===== config.mk =====
export PLATFORM = sky130hd
export DESIGN_NAME = dmem_arbiter_flat
export DESIGN_NICKNAME = d
export VERILOG_FILES = /design/src/rtl/dmem_arbiter_if.sv /design/src/rtl/dmem_arbiter.sv /design/src/flat_wrapper.sv
export SDC_FILE = /design/constraint.sdc
export NUM_CORES = 1
export LEC_CHECK = 0
export ABC_CLOCK_PERIOD_IN_PS = 5100
export CAP_MARGIN = 20
export CORE_MARGIN = 1
export CORE_UTILIZATION = 34
export CTS_BUF_LIST = sky130_fd_sc_hd__clkbuf_4 sky130_fd_sc_hd__clkbuf_8
export CTS_CLUSTER_DIAMETER = 50
export DETAILED_ROUTE_END_ITERATION = 10
export GPL_ROUTABILITY_DRIVEN = 0
export PLACE_DENSITY = 0.88
export SETUP_SLACK_MARGIN = 0.4
export SYNTH_ARGS = -nofsm -noshare
export SYNTH_HDL_FRONTEND = slang
export SYNTH_SLANG_ARGS = --single-unit

===== constraint.sdc =====
create_clock -name clk -period 5.1 [get_ports clk]
set_input_delay 1.02 -clock clk [delete_from_list [all_inputs] [get_ports clk]]
set_output_delay 1.02 -clock clk [all_outputs]
set_load 0.1 [all_outputs]

===== src/rtl/dmem_arbiter_if.sv =====
// Requester and memory-side signals of the data-memory arbiter.
// slave = arbiter side, master = requesters plus memory side.
interface dmem_arbiter_if;
    logic        p0_req;
    logic        p0_we;
    logic [31:0] p0_addr;
    logic [31:0] p0_wdata;
    logic        p0_ack;
    logic        p0_err;
    logic [31:0] p0_rdata;

    logic        p1_req;
    logic        p1_we;
    logic [31:0] p1_addr;
    logic [31:0] p1_wdata;
    logic        p1_ack;
    logic        p1_err;
    logic [31:0] p1_rdata;

    logic        mem_read_en;
    logic        mem_write_en;
    logic [31:0] mem_addr;
    logic [31:0] mem_wdata;
    logic [31:0] mem_rdata;
    logic        busy;

    modport slave (
        input  p0_req, p0_we, p0_addr, p0_wdata,
        input  p1_req, p1_we, p1_addr, p1_wdata,
        input  mem_rdata,
        output p0_ack, p0_err, p0_rdata,
        output p1_ack, p1_err, p1_rdata,
        output mem_read_en, mem_write_en, mem_addr, mem_wdata, busy
    );

    modport master (
        output p0_req, p0_we, p0_addr, p0_wdata,
        output p1_req, p1_we, p1_addr, p1_wdata,
        output mem_rdata,
        input  p0_ack, p0_err, p0_rdata,
        input  p1_ack, p1_err, p1_rdata,
        input  mem_read_en, mem_write_en, mem_addr, mem_wdata, busy
    );
endinterface


===== src/rtl/dmem_arbiter.sv =====
// Two-port arbiter for the single-port data memory: port 0 has priority, port 1
// is guaranteed service after MAX_WAIT losses; bad addresses never reach memory.
module dmem_arbiter #(
    parameter int unsigned MAX_WAIT    = 4,
    parameter int unsigned DEPTH_WORDS = 256,
    parameter int unsigned CNT_W       = 3
) (
    input  logic          clk,
    input  logic          reset,
    dmem_arbiter_if.slave io_bus
);
    localparam int unsigned DATA_W = 32;
    localparam int unsigned WIDX_W = 30;
    localparam logic [CNT_W-1:0] CNT_MAX = '1;

    typedef enum logic [1:0] {
        ST_IDLE   = 2'd0,
        ST_ACCESS = 2'd1,
        ST_RESP   = 2'd2
    } state_t;

    state_t              r_state,      w_state_nxt;
    logic [CNT_W-1:0]    r_wait_cnt,   w_wait_cnt_nxt;
    logic                r_we,         w_we_nxt;
    logic                r_id,         w_id_nxt;
    logic                r_err,        w_err_nxt;
    logic [DATA_W-1:0]   r_addr,       w_addr_nxt;
    logic [DATA_W-1:0]   r_wdata,      w_wdata_nxt;

    logic                r_p0_ack,     w_p0_ack_nxt;
    logic                r_p0_err,     w_p0_err_nxt;
    logic [DATA_W-1:0]   r_p0_rdata,   w_p0_rdata_nxt;
    logic                r_p1_ack,     w_p1_ack_nxt;
    logic                r_p1_err,     w_p1_err_nxt;
    logic [DATA_W-1:0]   r_p1_rdata,   w_p1_rdata_nxt;
    logic                r_mem_re,     w_mem_re_nxt;
    logic                r_mem_we,     w_mem_we_nxt;
    logic [DATA_W-1:0]   r_mem_addr,   w_mem_addr_nxt;
    logic [DATA_W-1:0]   r_mem_wdata,  w_mem_wdata_nxt;
    logic                r_busy,       w_busy_nxt;

    logic                w_any_req;
    logic                w_win_p1;
    logic                w_sel_we;
    logic [DATA_W-1:0]   w_sel_addr;
    logic [DATA_W-1:0]   w_sel_wdata;
    logic                w_bad_addr;
    logic [DATA_W-1:0]   w_rdata_cap;

    // Arbitration: port 1 wins when alone or once it has lost MAX_WAIT times
    assign w_any_req   = io_bus.p0_req || io_bus.p1_req;
    assign w_win_p1    = io_bus.p1_req &&
                         (!io_bus.p0_req || (r_wait_cnt >= CNT_W'(MAX_WAIT)));
    assign w_sel_we    = w_win_p1 ? io_bus.p1_we    : io_bus.p0_we;
    assign w_sel_addr  = w_win_p1 ? io_bus.p1_addr  : io_bus.p0_addr;
    assign w_sel_wdata = w_win_p1 ? io_bus.p1_wdata : io_bus.p0_wdata;
    assign w_bad_addr  = (w_sel_addr[1:0] != 2'b00) ||
                         (w_sel_addr[31:2] >= WIDX_W'(DEPTH_WORDS));
    assign w_rdata_cap = ((r_state == ST_ACCESS) && !r_we) ? io_bus.mem_rdata : '0;

    // Next state, latched request and registered outputs for the coming cycle
    always_comb begin
        w_state_nxt    = r_state;
        w_wait_cnt_nxt = r_wait_cnt;
        w_we_nxt       = r_we;
        w_id_nxt       = r_id;
        w_err_nxt      = r_err;
        w_addr_nxt     = r_addr;
        w_wdata_nxt    = r_wdata;

        case (r_state)
            ST_IDLE: begin
                if (w_any_req) begin
                    w_we_nxt    = w_sel_we;
                    w_id_nxt    = w_win_p1;
                    w_err_nxt   = w_bad_addr;
                    w_addr_nxt  = w_sel_addr;
                    w_wdata_nxt = w_sel_wdata;
                    w_state_nxt = w_bad_addr ? ST_RESP : ST_ACCESS;
                    if (w_win_p1) begin
                        w_wait_cnt_nxt = '0;
                    end else if (io_bus.p1_req && (r_wait_cnt != CNT_MAX)) begin
                        w_wait_cnt_nxt = r_wait_cnt + CNT_W'(1);
                    end
                end
            end
            ST_ACCESS: w_state_nxt = ST_RESP;
            ST_RESP:   w_state_nxt = ST_IDLE;
            default:   w_state_nxt = ST_IDLE;
        endcase

        w_busy_nxt      = (w_state_nxt != ST_IDLE);
        w_mem_re_nxt    = (w_state_nxt == ST_ACCESS) && !w_we_nxt;
        w_mem_we_nxt    = (w_state_nxt == ST_ACCESS) && w_we_nxt;
        w_mem_addr_nxt  = (w_state_nxt == ST_ACCESS) ? w_addr_nxt  : '0;
        w_mem_wdata_nxt = (w_state_nxt == ST_ACCESS) ? w_wdata_nxt : '0;

        w_p0_ack_nxt    = (w_state_nxt == ST_RESP) && !w_id_nxt;
        w_p1_ack_nxt    = (w_state_nxt == ST_RESP) &&  w_id_nxt;
        w_p0_err_nxt    = w_p0_ack_nxt && w_err_nxt;
        w_p1_err_nxt    = w_p1_ack_nxt && w_err_nxt;
        w_p0_rdata_nxt  = w_p0_ack_nxt ? w_rdata_cap : '0;
        w_p1_rdata_nxt  = w_p1_ack_nxt ? w_rdata_cap : '0;
    end

    always_ff @(posedge clk or posedge reset) begin
        if (reset) begin
            r_state     <= ST_IDLE;
            r_wait_cnt  <= '0;
            r_we        <= 1'b0;
            r_id        <= 1'b0;
            r_err       <= 1'b0;
            r_addr      <= '0;
            r_wdata     <= '0;
            r_p0_ack    <= 1'b0;
            r_p0_err    <= 1'b0;
            r_p0_rdata  <= '0;
            r_p1_ack    <= 1'b0;
            r_p1_err    <= 1'b0;
            r_p1_rdata  <= '0;
            r_mem_re    <= 1'b0;
            r_mem_we    <= 1'b0;
            r_mem_addr  <= '0;
            r_mem_wdata <= '0;
            r_busy      <= 1'b0;
        end else begin
            r_state     <= w_state_nxt;
            r_wait_cnt  <= w_wait_cnt_nxt;
            r_we        <= w_we_nxt;
            r_id        <= w_id_nxt;
            r_err       <= w_err_nxt;
            r_addr      <= w_addr_nxt;
            r_wdata     <= w_wdata_nxt;
            r_p0_ack    <= w_p0_ack_nxt;
            r_p0_err    <= w_p0_err_nxt;
            r_p0_rdata  <= w_p0_rdata_nxt;
            r_p1_ack    <= w_p1_ack_nxt;
            r_p1_err    <= w_p1_err_nxt;
            r_p1_rdata  <= w_p1_rdata_nxt;
            r_mem_re    <= w_mem_re_nxt;
            r_mem_we    <= w_mem_we_nxt;
            r_mem_addr  <= w_mem_addr_nxt;
            r_mem_wdata <= w_mem_wdata_nxt;
            r_busy      <= w_busy_nxt;
        end
    end

    assign io_bus.p0_ack       = r_p0_ack;
    assign io_bus.p0_err       = r_p0_err;
    assign io_bus.p0_rdata     = r_p0_rdata;
    assign io_bus.p1_ack       = r_p1_ack;
    assign io_bus.p1_err       = r_p1_err;
    assign io_bus.p1_rdata     = r_p1_rdata;
    assign io_bus.mem_read_en  = r_mem_re;
    assign io_bus.mem_write_en = r_mem_we;
    assign io_bus.mem_addr     = r_mem_addr;
    assign io_bus.mem_wdata    = r_mem_wdata;
    assign io_bus.busy         = r_busy;
endmodule


===== src/flat_wrapper.sv =====
// flat-port wrapper written by rule: the top's interface ports become plain ports
module dmem_arbiter_flat 
#(
    parameter int unsigned MAX_WAIT    = 4,
    parameter int unsigned DEPTH_WORDS = 256,
    parameter int unsigned CNT_W       = 3
)
  (clk, reset, io_bus_p0_req, io_bus_p0_we, io_bus_p0_addr, io_bus_p0_wdata, io_bus_p1_req, io_bus_p1_we, io_bus_p1_addr, io_bus_p1_wdata, io_bus_mem_rdata, io_bus_p0_ack, io_bus_p0_err, io_bus_p0_rdata, io_bus_p1_ack, io_bus_p1_err, io_bus_p1_rdata, io_bus_mem_read_en, io_bus_mem_write_en, io_bus_mem_addr, io_bus_mem_wdata, io_bus_busy);
  dmem_arbiter_if io_bus_i ();
  input  logic clk;
  input  logic reset;
  input wire logic [$bits(io_bus_i.p0_req)-1:0] io_bus_p0_req;
  input wire logic [$bits(io_bus_i.p0_we)-1:0] io_bus_p0_we;
  input wire logic [$bits(io_bus_i.p0_addr)-1:0] io_bus_p0_addr;
  input wire logic [$bits(io_bus_i.p0_wdata)-1:0] io_bus_p0_wdata;
  input wire logic [$bits(io_bus_i.p1_req)-1:0] io_bus_p1_req;
  input wire logic [$bits(io_bus_i.p1_we)-1:0] io_bus_p1_we;
  input wire logic [$bits(io_bus_i.p1_addr)-1:0] io_bus_p1_addr;
  input wire logic [$bits(io_bus_i.p1_wdata)-1:0] io_bus_p1_wdata;
  input wire logic [$bits(io_bus_i.mem_rdata)-1:0] io_bus_mem_rdata;
  output wire logic [$bits(io_bus_i.p0_ack)-1:0] io_bus_p0_ack;
  output wire logic [$bits(io_bus_i.p0_err)-1:0] io_bus_p0_err;
  output wire logic [$bits(io_bus_i.p0_rdata)-1:0] io_bus_p0_rdata;
  output wire logic [$bits(io_bus_i.p1_ack)-1:0] io_bus_p1_ack;
  output wire logic [$bits(io_bus_i.p1_err)-1:0] io_bus_p1_err;
  output wire logic [$bits(io_bus_i.p1_rdata)-1:0] io_bus_p1_rdata;
  output wire logic [$bits(io_bus_i.mem_read_en)-1:0] io_bus_mem_read_en;
  output wire logic [$bits(io_bus_i.mem_write_en)-1:0] io_bus_mem_write_en;
  output wire logic [$bits(io_bus_i.mem_addr)-1:0] io_bus_mem_addr;
  output wire logic [$bits(io_bus_i.mem_wdata)-1:0] io_bus_mem_wdata;
  output wire logic [$bits(io_bus_i.busy)-1:0] io_bus_busy;
  assign io_bus_i.p0_req = io_bus_p0_req;
  assign io_bus_i.p0_we = io_bus_p0_we;
  assign io_bus_i.p0_addr = io_bus_p0_addr;
  assign io_bus_i.p0_wdata = io_bus_p0_wdata;
  assign io_bus_i.p1_req = io_bus_p1_req;
  assign io_bus_i.p1_we = io_bus_p1_we;
  assign io_bus_i.p1_addr = io_bus_p1_addr;
  assign io_bus_i.p1_wdata = io_bus_p1_wdata;
  assign io_bus_i.mem_rdata = io_bus_mem_rdata;
  assign io_bus_p0_ack = io_bus_i.p0_ack;
  assign io_bus_p0_err = io_bus_i.p0_err;
  assign io_bus_p0_rdata = io_bus_i.p0_rdata;
  assign io_bus_p1_ack = io_bus_i.p1_ack;
  assign io_bus_p1_err = io_bus_i.p1_err;
  assign io_bus_p1_rdata = io_bus_i.p1_rdata;
  assign io_bus_mem_read_en = io_bus_i.mem_read_en;
  assign io_bus_mem_write_en = io_bus_i.mem_write_en;
  assign io_bus_mem_addr = io_bus_i.mem_addr;
  assign io_bus_mem_wdata = io_bus_i.mem_wdata;
  assign io_bus_busy = io_bus_i.busy;
  dmem_arbiter #(.MAX_WAIT(MAX_WAIT), .DEPTH_WORDS(DEPTH_WORDS), .CNT_W(CNT_W)) u_core (.clk(clk), .reset(reset), .io_bus(io_bus_i));
endmodule

=== Yosys cells after proc, flatten, opt, wreduce, memory -nomap -nowiden ===
Cells that the tools add are included.
W data, S select, Z words.

* Bits in registers: 207
* Output and inout bits: 135

* Reduce and logical (&&, ||, !) cells: 21
* Add/sub/neg operators: 1
* Multiplexer cells: 23
* Equality and inequality tests: 4
* Order comparisons: 2

{| class="wikitable"
|+ Operators by type and width
! cell !! count
|-
| $mux W32 || 11
|-
| $ge A30 B9 Y1 const B || 1
|-
| $logic_and A1 B1 Y1 || 9
|-
| $mux W1 || 7
|-
| $mux W3 || 2
|-
| $reduce_bool A2 Y1 || 3
|-
| $eq A2 B1 Y1 const B || 2
|-
| $logic_not A1 Y1 || 4
|-
| $mux W2 || 2
|-
| $pmux W2 S2 || 1
|-
| $add A3 B1 Y3 const B || 1
|-
| $ge A3 B3 Y1 const B || 1
|-
| $logic_or A1 B1 Y1 || 3
|-
| $ne A3 B3 Y1 const B || 1
|-
| $reduce_and A3 Y1 || 1
|-
| $eq A2 B2 Y1 const B || 1
|-
| $logic_not A2 Y1 || 1
|}

=== Longest topological paths before layout ===
* Depth after elaboration: 12
* Depth in mapped cells: 6

=== Worst setup path after synthesis ===
No wires, ideal clock.

* Path type: input-to-reg
* Start: input io_bus_p1_addr[16]
* End: register u_core.r_mem_wdata[10] (netlist: u_core.io_bus.mem_wdata[10])
* Setup time: 71 ps
* Path slack: 2,909 ps
* Arrival: 2,120 ps
* Stages on the path: 6
* Path through: nor4_1 -> nand4_1 -> o32ai_2 -> nand2_2 -> buf_6 -> nor2_1

* Cells in the longest elaborated chain, start to end: 8

{| class="wikitable"
|+ Ends and longest elaborated chain
! item !! line !! RTL
|-
| from (decl) || flat_wrapper.sv:18 || <nowiki>input wire logic [$bits(io_bus_i.p1_addr)-1:0] io_bus_p1_addr;</nowiki>
|-
| $mux W32 || dmem_arbiter.sv:55 || <nowiki>assign w_sel_addr = w_win_p1 ? io_bus.p1_addr : io_bus.p0_addr;</nowiki>
|-
| $ge A30 B9 Y1 || dmem_arbiter.sv:58 || <nowiki>(w_sel_addr[31:2] >= WIDX_W'(DEPTH_WORDS));</nowiki>
|-
| $logic_or A1 B1 Y1 || dmem_arbiter.sv:57 || <nowiki>assign w_bad_addr = (w_sel_addr[1:0] != 2'b00) ||</nowiki>
|-
| $mux W2 || dmem_arbiter.sv:79 || <nowiki>w_state_nxt = w_bad_addr ? ST_RESP : ST_ACCESS;</nowiki>
|-
| $mux W2 || dmem_arbiter.sv:73 || <nowiki>if (w_any_req) begin</nowiki>
|-
| $pmux W2 S2 || dmem_arbiter.sv:71 || <nowiki>case (r_state)</nowiki>
|-
| $eq A2 B1 Y1 || dmem_arbiter.sv:96 || <nowiki>w_mem_wdata_nxt = (w_state_nxt == ST_ACCESS) ? w_wdata_nxt : '0;</nowiki>
|-
| $mux W32 || dmem_arbiter.sv:96 ||
|-
| via u_core.w_mem_wdata_nxt[10] || dmem_arbiter.sv:39 || <nowiki>logic [DATA_W-1:0] r_mem_wdata, w_mem_wdata_nxt;</nowiki>
|-
| to (signal assigned) || dmem_arbiter.sv:143 || <nowiki>r_mem_wdata <= w_mem_wdata_nxt;</nowiki>
|-
| to (decl) || dmem_arbiter.sv:39 ||
|}

The timed path passes the listed nets, and every way through them passes these cells.
A chain may end at the register's enable or synchronous reset.

=== Final worst setup path ===
* Start: register u_core.r_mem_wdata[31] (netlist: u_core.io_bus.mem_wdata[31])
* End: output io_bus_mem_wdata[31]

{| class="wikitable"
|+ RTL lines
! item !! line !! RTL
|-
| to (decl) || flat_wrapper.sv:30 || <nowiki>output wire logic [$bits(io_bus_i.mem_wdata)-1:0] io_bus_mem_wdata;</nowiki>
|}

No word-level cell between the ends.

==> impl_metrics.tcl <==
set metrics [dict create \
    cp_slowest_cell "clkdlybuf4s50_1" \
    syn_inst 401 \
    holdBufCountCts 0 \
    skew_ns 0.00907 \
    core_area_um2 14100 \
    final_util_pct 60.9 \
    critPathCaptureType "primary output" \
    grt_max_degree 144 \
    critPathMaxStageDelay_ns 1.18 \
    synthMuxAreaShare_pct 8.25 \
    p_leak_nw 4.00 \
    finalMaxSlewViolations 0 \
    fin_crit_sh_pct 58.7 \
    worst_ep_arrival_time_ns 1.97 \
    layout.nets 893 \
    hold_viol 0 \
    cts_tree "done" \
    synth-async-reset-ratio_pct 100 \
    status "completed" \
    wire_per_inst_um 16.1 \
    crit_family "buffers and inverters" \
    drcViolationCount 0 \
    place_area_um2 8210 \
    required_ns 4.08 \
    synth_fa_ha_area_share_pct 0.503 \
    synthXorXnorAreaFrac_pct 0 \
    maxCapViolations 0 \
    root_buffer "clkbuf_8" \
    power_density_nw_per_um2 286 \
    port_buffers 300 \
    syn_to_final_growth_pct 72.6 \
    setup_viol 0 \
    synth_enable_flop_cells 0 \
    cts_sinks 143 \
    cp-start-kind "register" \
    placementRows 43 \
    dp_hpwl_mm 10.6 \
    via_per_inst 4.47 \
    clkTransAtPathRegs_ns 0.08 \
    dp_slack_ns 1.88 \
    numCtsBuffers 17 \
    overflow 0 \
    tightestPinTransition_ns 1.05 \
    hold_class "register to register" \
    yosysWarnings 0 \
    grt_first_pass_wirelength_mm 21.7 \
    ios 301 \
    rsz0062_at_grt "no" \
    cp_max_fo 1 \
    synth_top_area_share_pct 71.9 \
    antenna_left 0 \
    irDropWorstVdd_mv 0.299 \
    synthFlopType "dfrtp_1" \
    synth_compound_area_share_pct 1.71 \
    finalWorstSetupSlack_ns 2.11 \
    die-width_um 123 \
    synth_top_family_by_area "simple AND/OR/NAND/NOR gates" \
    synth_cell_types 28 \
    fill_cells 1104 \
    clockBufferDepth 2 \
    h-tree-depth 4 \
    criticalPathCategory "register to primary output" \
    relSlewSlack_pct 30.1 \
    synth_simple_gate_area_share_pct 14.5 \
    postCtsSetupBuffers 0 \
    netlist_area_um2 4980 \
    synth_area_leader_cell "dfrtp_1" \
    dr.pass1.iters 4 \
    cts.repair.resized 0 \
    yosys-top-cells-area "dfrtp_1, nor2_1, mux2i_1" \
    finalCriticalPeriod_ns 2.99 \
    grt_pass1_vias 4248 \
    clock_latency_ns 0.44 \
    drive_above_1_share_pct 6.10 \
    ys_seq_area_share_pct 71.9 \
    die_area_um2 15100 \
    die_h_um 123 \
    wirelength_mm 14.8 \
    tns_ns 0 \
    grt_antenna_before_repair 1 \
    final_area_um2 8590 \
    fmax_ghz 0.334 \
    crit_buf_inv 1 \
    vias 4106 \
    synth-seq-cells 143 \
    crit_chain "clkdlybuf4s50_1" \
    postSynthAreaPerCell_um2 12.4 \
    grt.total_usage_pct 19.8 \
    start_util_pct 35.3 \
    drt-initial-drc-count 193 \
]
-- per-layer routing --
layer / GRT usage (%) / wire length, um / vias up
met5: 0 / 0 / -
met4: 8.51 / 314 / 0
met3: 8.90 / 1650 / 25
met2: 33.6 / 7370 / 206
met1: 21.4 / 5480 / 1964
li1: - / - / 1911
-- worst paths after layout --
path	start	end	slack (ns)	cells past startpoint
worst max-delay path	u_core.io_bus.mem_wdata[31]	io_bus_mem_wdata[31]	2.11	1
worst min register to register	u_core.r_wait_cnt[1]	u_core.r_wait_cnt[1]	0.49	2
worst min-delay path	u_core.r_wait_cnt[1]	u_core.r_wait_cnt[1]	0.49	2
worst max register to register	u_core.r_wait_cnt[2]	u_core.io_bus.mem_addr[2]	3.06	5
max in group asynchronous	reset	u_core.io_bus.p0_ack	3.43	3
min in group asynchronous	reset	u_core.io_bus.mem_addr[21]	1.13	3
-- logic make-up after synthesis --
kind of cell	count (synthesis)
AO/OA/AOI/OAI	10
AND/OR/NAND/NOR	177
adder cells (fa/ha/maj)	2
buffers and inverters	27
flip-flops	143
other	1
multiplexers	41
-- synth_stat cells, drive strengths merged, types with 3 or more instances --
master,count
nor4,12
nor3,3
inv,5
dfrtp,143
o21ai,3
mux2i,41
nor2,110
clkbuf,11
nand2,43
buf,11
-- power by group --
| part | switching [mW] | internal [mW] |
|---|---|---|
| sequential | 0.0130 | 1.16 |
| combinational | 0.259 | 0.181 |
| clock | 0.433 | 0.411 |
| total | 0.705 | 1.75 |
-- metrics by stage --
step                      hold slack, ns  std cells  power [mW]
final                              0.493        919        2.46
after global routing               0.537        919        2.56
after CTS                          0.497        918        2.49
after detailed placement           0.479        886        1.64
after global placement             0.474        886        1.63
after floorplan                    0.448        424        1.44
-- final cells by class --
cell class	instances	area [um^2]	share of cell area [%]
clock buffers	19	262	3.04
clock inverters	13	114	1.33
repair buffers	304	3050	35.5
flip-flops and latches	143	3580	41.7
multi-input cells	254	1340	15.6
diodes	1	2.50	0.0291
inverters	5	22.5	0.262
well taps	180	225	2.62
-- registers in the layout, summed over array words and instances, names as in the netlist --
register	flops
u_core.r_we	1
u_core.io_bus.mem_read_en	1
u_core.r_state	2
u_core.io_bus.p0_ack	1
u_core.io_bus.p1_rdata	32
u_core.io_bus.p1_err	1
u_core.r_id	1
u_core.io_bus.p1_ack	1
u_core.io_bus.mem_addr	32
u_core.io_bus.mem_wdata	32
u_core.io_bus.p0_err	1
u_core.io_bus.busy	1
u_core.r_err	1
u_core.r_wait_cnt	3
u_core.io_bus.mem_write_en	1
u_core.io_bus.p0_rdata	32
-- layout by cell type (no fill, tap or decap), types with 3 or more instances in the layout --
cell,count
clkdlybuf4s50_1,300
dfrtp_1,143
nor2_1,109
nand2_1,41
mux2i_1,41
conb_1,24
clkbuf_8,19
nor4_1,12
clkinv_2,5
inv_1,3
o21ai_0,3
nor3_1,3
clkinvlp_4,3
clkinv_4,3
buf_4,3
Power figures use the tool's default switching activity.
